$ cat src/rtl/serial_frame_pkg.sv
// Shared types for the serial frame receiver: FSM state encoding and default frame width.
// Nothing in here holds state; it is imported by the receiver top.
package serial_frame_pkg;

    localparam int DEFAULT_DATA_BITS = 8;

    typedef enum logic [2:0] {
        IDLE = 3'd0,
        DATA = 3'd1,
        STOP = 3'd2,
        DONE = 3'd3,
        ERR  = 3'd4
    } state_t;

endpackage

$ cat src/rtl/serial_frame_receiver_if.sv
// Serial line into the framer and the one-cycle frame-done pulse out of it.
// The master side drives the line; the slave side is the receiver.
interface serial_frame_receiver_if;

    logic in;
    logic done;

    modport master (
        output in,
        input  done
    );

    modport slave (
        input  in,
        output done
    );

endinterface

$ cat src/rtl/serial_bit_counter.sv
// Data-bit position counter for the framer; last flags the final data bit of a frame.
// Registered count, last is a decode of the register; no backpressure.
module serial_bit_counter #(
    parameter int DATA_BITS = 8
) (
    input  logic clk,
    input  logic reset,
    input  logic clear,
    input  logic enable,
    output logic last
);

    localparam int CW = (DATA_BITS > 1) ? $clog2(DATA_BITS) : 1;
    localparam logic [CW-1:0] LAST_VAL = CW'(DATA_BITS - 1);

    logic [CW-1:0] cnt_q;
    logic [CW-1:0] cnt_d;

    always_comb begin
        cnt_d = cnt_q;
        if (clear) begin
            cnt_d = '0;
        end else if (enable) begin
            cnt_d = cnt_q + CW'(1);
        end
    end

    always_ff @(posedge clk) begin
        if (reset) begin
            cnt_q <= '0;
        end else begin
            cnt_q <= cnt_d;
        end
    end

    assign last = (cnt_q == LAST_VAL);

endmodule

$ cat src/rtl/serial_frame_receiver.sv
// Start/data/stop framer on a synchronised serial line; done pulses for one cycle per good frame.
// done rises one cycle after the stop-bit edge; no backpressure, the line is consumed every clk.
module serial_frame_receiver
    import serial_frame_pkg::*;
#(
    parameter int DATA_BITS = DEFAULT_DATA_BITS
) (
    input  logic                    clk,
    input  logic                    reset,
    serial_frame_receiver_if.slave  rx
);

    state_t state_q;
    state_t state_d;
    logic   cnt_clear;
    logic   cnt_en;
    logic   cnt_last;

    // Counter is held at zero outside DATA so every frame starts counting from bit 0.
    assign cnt_clear = (state_q != DATA);
    assign cnt_en    = (state_q == DATA);

    serial_bit_counter #(
        .DATA_BITS (DATA_BITS)
    ) u_bit_cnt (
        .clk    (clk),
        .reset  (reset),
        .clear  (cnt_clear),
        .enable (cnt_en),
        .last   (cnt_last)
    );

    always_comb begin
        state_d = IDLE;
        case (state_q)
            IDLE:    state_d = rx.in ? IDLE : DATA;
            DATA:    state_d = cnt_last ? STOP : DATA;
            STOP:    state_d = rx.in ? DONE : ERR;
            // A low sample in DONE is the start bit of a back-to-back frame.
            DONE:    state_d = rx.in ? IDLE : DATA;
            // Stay out of framing until the line returns to idle.
            ERR:     state_d = rx.in ? IDLE : ERR;
            default: state_d = IDLE;
        endcase
    end

    always_ff @(posedge clk) begin
        if (reset) begin
            state_q <= IDLE;
        end else begin
            state_q <= state_d;
        end
    end

    assign rx.done = (state_q == DONE);

endmodule

$ cat src/flat_wrapper.sv
// flat-port wrapper written by rule: the top's interface ports become plain ports
module serial_frame_receiver_flat import serial_frame_pkg::*;
#(
    parameter int DATA_BITS = DEFAULT_DATA_BITS
)
  (clk, reset, rx_in, rx_done);
  serial_frame_receiver_if rx_i ();
  input  logic clk;
  input  logic reset;
  input wire logic [$bits(rx_i.in)-1:0] rx_in;
  output wire logic [$bits(rx_i.done)-1:0] rx_done;
  assign rx_i.in = rx_in;
  assign rx_done = rx_i.done;
  serial_frame_receiver #(.DATA_BITS(DATA_BITS)) u_core (.clk(clk), .reset(reset), .rx(rx_i));
endmodule
$ cat config.mk
export PLATFORM = sky130hd
export DESIGN_NAME = serial_frame_receiver_flat
export DESIGN_NICKNAME = d
export VERILOG_FILES = /design/src/rtl/serial_frame_pkg.sv /design/src/rtl/serial_frame_receiver_if.sv /design/src/rtl/serial_bit_counter.sv /design/src/rtl/serial_frame_receiver.sv /design/src/flat_wrapper.sv
export SDC_FILE = /design/constraint.sdc
export NUM_CORES = 1
export LEC_CHECK = 0
export CELL_PAD_IN_SITES_DETAIL_PLACEMENT = 1
export CELL_PAD_IN_SITES_GLOBAL_PLACEMENT = 1
export CORE_AREA = 2 2 39 41
export CTS_CLUSTER_SIZE = 8
export DETAILED_ROUTE_END_ITERATION = 7
export DIE_AREA = 0 0 41 43
export GPL_TIMING_DRIVEN = 0
export MAX_ROUTING_LAYER = met4
export PLACE_DENSITY_LB_ADDON = 0.3
export SYNTH_ARGS = -nofsm -noshare
export SYNTH_HDL_FRONTEND = slang
export SYNTH_SLANG_ARGS = --single-unit
$ cat constraint.sdc
create_clock -name clk -period 2.8 [get_ports clk]
set_clock_uncertainty 0.05 [all_clocks]
set_input_delay 0.56 -clock clk [delete_from_list [all_inputs] [get_ports clk]]
set_output_delay 0.56 -clock clk [all_outputs]
set_load 0.01 [all_outputs]
# == Yosys cells after proc, flatten, opt, wreduce, memory -nomap -nowiden ==
# Cells that the tools add are included.
# totals
mem_bits_ro,0
ram_bits,0
latch_bits,0
in_bits,3
elab_cells,17
register_bits,6
memories,0
output_inout_bits,1
# op_classes
eq_ne,6
multipliers,0
reduce_logical,3
add_sub_neg,1
mux,5
magnitude_cmp,0
div,0
shifts,0
n_bitwise,0
# ops
op,count
$pmux 3 s4,1
$eq 3x2->1 const B,2
$eq 3x3->1 const B,2
$mux 3,2
$reduce_or 2->1,2
$add 3x1->3 const B,1
$eq 3x1->1 const B,1
$logic_not 3->1,1
$ne 3x1->1 const B,1
$mux 2,1
$mux 1,1

# == Logic depth before layout (Yosys ltp) ==
# Gate-level depths: netlist (run 1).
# logic_depth
ltp_word,3
ltp_mapped,4
depth_no_buf,4

# == Cells and area by module ==
# From an unflattened synthesis (run 1), not the netlist that was laid out.
# unflattened
cells_unflattened,28
hier_area_um2,281.5
# modules_own_cells
module,cells_each,instances,area_each_um2,seq_area_each_um2
serial_frame_receiver,17,1,147.6,60.1
serial_bit_counter,11,1,133.9,60.1

# == Worst setup path before layout (run 1) ==
# Ideal clock, no wire load.
# synth_timing
path_kind,reg2out
start,register u_core.state_q[2]
end,output rx_done
arrival_ns,0.637
path_buffers,0
t_required_ns,2.190
stages_incl_launch_ff,2
setup_slack_ns,1.553
cell_sequence,dfxtp_1 > and3b_2
# synth_via
elab_chain_cells,1
# synth_rtl
element,line,text
"start, declared",serial_frame_receiver.sv:13,state_t state_q;
"start signal, assigned",serial_frame_receiver.sv:51,state_q <= state_d;
$eq 3x2->1,serial_frame_receiver.sv:55,assign rx.done = (state_q == DONE);
"end, declared",flat_wrapper.sv:11,output wire logic [$bits(rx_i.done)-1:0] rx_done;
# Every way passes these cells.

# == Worst setup path in the final report (run 1) ==
# Ends and elaborated chain as after synthesis.

==> out/metrics.cfg, run 1 <==
[run_status]
status = completed

[routing]
route.top_layer_used = met4
viasPerCell = 4.500
first_pass_iters = 1
wl_per_cell_um = 10.67
vias = 207
m1WireLength_um = 212
wl_met3_um = 34
drtIter0Drc = 0
drc_errors = 0
drtAntennaViolNets = 0
wl_met2_um = 236
drt_wl_total_um = 491

[sta]
worstMarginPinSlew_ns = 0.2764
period_share = 0.7094
rsz0062_at_grt = no
slew_viol_final = 0
max_freq_mhz = 503.4
min_period_ns = 1.986
slew_headroom = 0.8153
finalSetupTns_ns = 0
hold_viol_final = 0
setup_viol = 0

[worst_setup_path]
crit_fanout = 6
r2r_end = u_core.state_q[0]
arrival_ns = 1.38
worstPathRequired_ns = 2.19
r2r_setup_slack_ns = 1.71
setup.worst_path.end_class = output pin
reg2reg_depth = 4
r2r_start = u_core.u_bit_cnt.cnt_q[0]
critPathKind = reg -> out
start_kind = register

[power]
irDropWorstVdd_mv = 0.1543
pwr-share-clk = 0.429
p_total_mw = 0.1832
combPwrFrac = 0.066
p_sw_frac = 0.2074
pwr_density_cell_mw_per_mm2 = 526.6
p_sw_mw = 0.03798
internal-power_mw = 0.1452
seqPwrFrac = 0.505
p_leak_nw = 0.1307

[yosys]
synth_top_area_cell = dfxtp_1
netlist_area_um2 = 275.3
yosysSeqAreaShare = 0.4364
yosys-top-cells-area = dfxtp_1, ha_1, xnor2_1, a211oi_1, nand3b_1
ys_types = 14
yosysWarnings = 0
synth.net_count = 29
avgSynthCellArea_um2 = 11.47
ys_ff_latch = 6
syn_inst = 24
synth.top_cell.area_share = 0.4364

[cts]
htree_levels = 1
clock-sinks = 6
clockBufferDepth = 2
clkTransAtPathRegs_ns = 0.05
cts_made_buffers = 3
cts-root-buf = clkbuf_4
clock_latency_ns = 0.24
cts_setup_buffers = 0
post_cts_resized = 0
cts_tree = done
cts_hold_buffers = 0

[floorplan]
die_h_um = 43
pin_count = 4
die_w_um = 41
initial_core_util = 0.1989
coreArea_mm2 = 0.001384
die-area_mm2 = 0.001763
fp-row-count = 14

[place]
dpl_cell_area_um2 = 325.3
io_buffer_count = 3
place_congestion = 0.5397
hpwl_um = 372.8

[finish]
area_growth_pct = 26.36
fin_area_um2 = 347.8
antennaDiodeCount = 0
fin_nets = 37
drive_gt1_frac = 0.2000
fillers = 163

[global_route]
grt-ovfl-total = 0
grt_pass1_wl_um = 848
grt_pass1_vias = 209
globalRouteTotalUtil = 0.08247
antenna_found_initial = 0
grt_max_degree = 9

[worst_hold_path]
holdPathStages = 1
hold_class = reg -> reg
hold_end = u_core.u_bit_cnt.cnt_q[0]
worstHoldStart = u_core.u_bit_cnt.cnt_q[0]

[flow_run]
cap_viol_max_count = 0

-- layout make-up --
class	instances	area, um^2	area share
multi-input cells	17	143.9	0.4137
flip-flops and latches	6	120.1	0.3453
repair buffers	3	30.03	0.08633
clock buffers	3	22.52	0.06475
well taps	16	20.02	0.05755
plain buffers	1	11.26	0.03237
-- cell usage after synthesis (all sizes together) --
master	number
nand3b	2
dfxtp	6
xnor2	2
nor3	1
buf	1
a32o	1
a211oi	2
and2	2
nand2b	1
nor4b	1
and3b	1
nor4	1
nor2b	1
ha	2
-- metal layers --
metal | vias to the layer above | GRT usage
met5 | - | -
li1 | 103 | -
met2 | 6 | 0.1094
met3 | 2 | 0.03141
met4 | 0 | 0.1000
met1 | 96 | 0.07767
-- kinds of logic after synthesis --
kind of cell             share of synthesized area
AND/OR/NAND/NOR                             0.2773
flip-flops                                  0.4364
AO/OA/AOI/OAI                              0.09089
XOR/XNOR                                   0.06365
adder cells (fa/ha/maj)                    0.09089
buffers and inverters                      0.04091
-- sequential cells by signal (all words and copies together) (netlist names) --
name                    cells
u_core.u_bit_cnt.cnt_q      3
u_core.state_q              3
-- layout by cell type, fill, tap and decap left out --
cell type	n
a32o_1	1
clkbuf_4	3
a211oi_1	2
nand3b_1	2
nor3_1	1
and2_1	2
nor4b_2	1
nor2b_1	1
dfxtp_1	6
buf_6	1
clkdlybuf4s50_1	3
xnor2_1	2
nor4_1	1
ha_1	2
nand2b_1	1
and3b_2	1
-- power by group through the flow --
stage                     clock network, mW  logic (mW)  registers (mW)
after floorplan                           0     0.00674          0.0932
after global placement                    0      0.0116          0.0937
after detailed placement                  0      0.0124          0.0942
after CTS                            0.0841      0.0126          0.0926
after global routing                 0.0920      0.0141          0.0931
final                                0.0785      0.0121          0.0925
-- stage by stage --
stage               utilization  std cells  hold WS (ns)  worst slack (ns)
global placement         0.2351         43        0.3573             1.070
finish                   0.2514         46        0.3740            0.8136
floorplan                     -         24        0.3484             1.553
detailed placement       0.2351         43        0.3626             1.057
global route             0.2514         46        0.4053            0.7290
CTS                      0.2514         46        0.3801            0.7855
-- worst max-delay path by stage --
stage | start | endpoint | cells after the start
2_1_floorplan | u_core.state_q[2] | rx_done | 1
3_3_place_gp | u_core.state_q[1] | rx_done | 3
3_5_place_dp | u_core.state_q[0] | rx_done | 2
4_1_cts | u_core.state_q[0] | rx_done | 2
5_1_grt | u_core.state_q[0] | rx_done | 2
6_report | u_core.state_q[2] | rx_done | 2
-- worst max-delay path, cell delays in order (launching register included) --
cell,delay [ns]
dfxtp_1,0.44
and3b_2,0.23
clkdlybuf4s50_1,0.47
Power figures use the tool's default switching activity.
==> inputs of run 2 (changes only) <==
- clock period: 2.8 -> 1.9 ns (I/O delays scaled with it)
==> results of run 2 <==
The final DEF is identical to that of run 1. Status: completed.
Among the figures that moved: setup slack after placement 1.057 ns -> 0.3367 ns; setup slack after layout 0.8136 ns -> 0.09356 ns; register-to-register setup slack 1.71 ns -> 0.81 ns; total power 0.1832 mW -> 0.2699 mW; worst IR drop on VDD 0.1543 mV -> 0.2273 mV
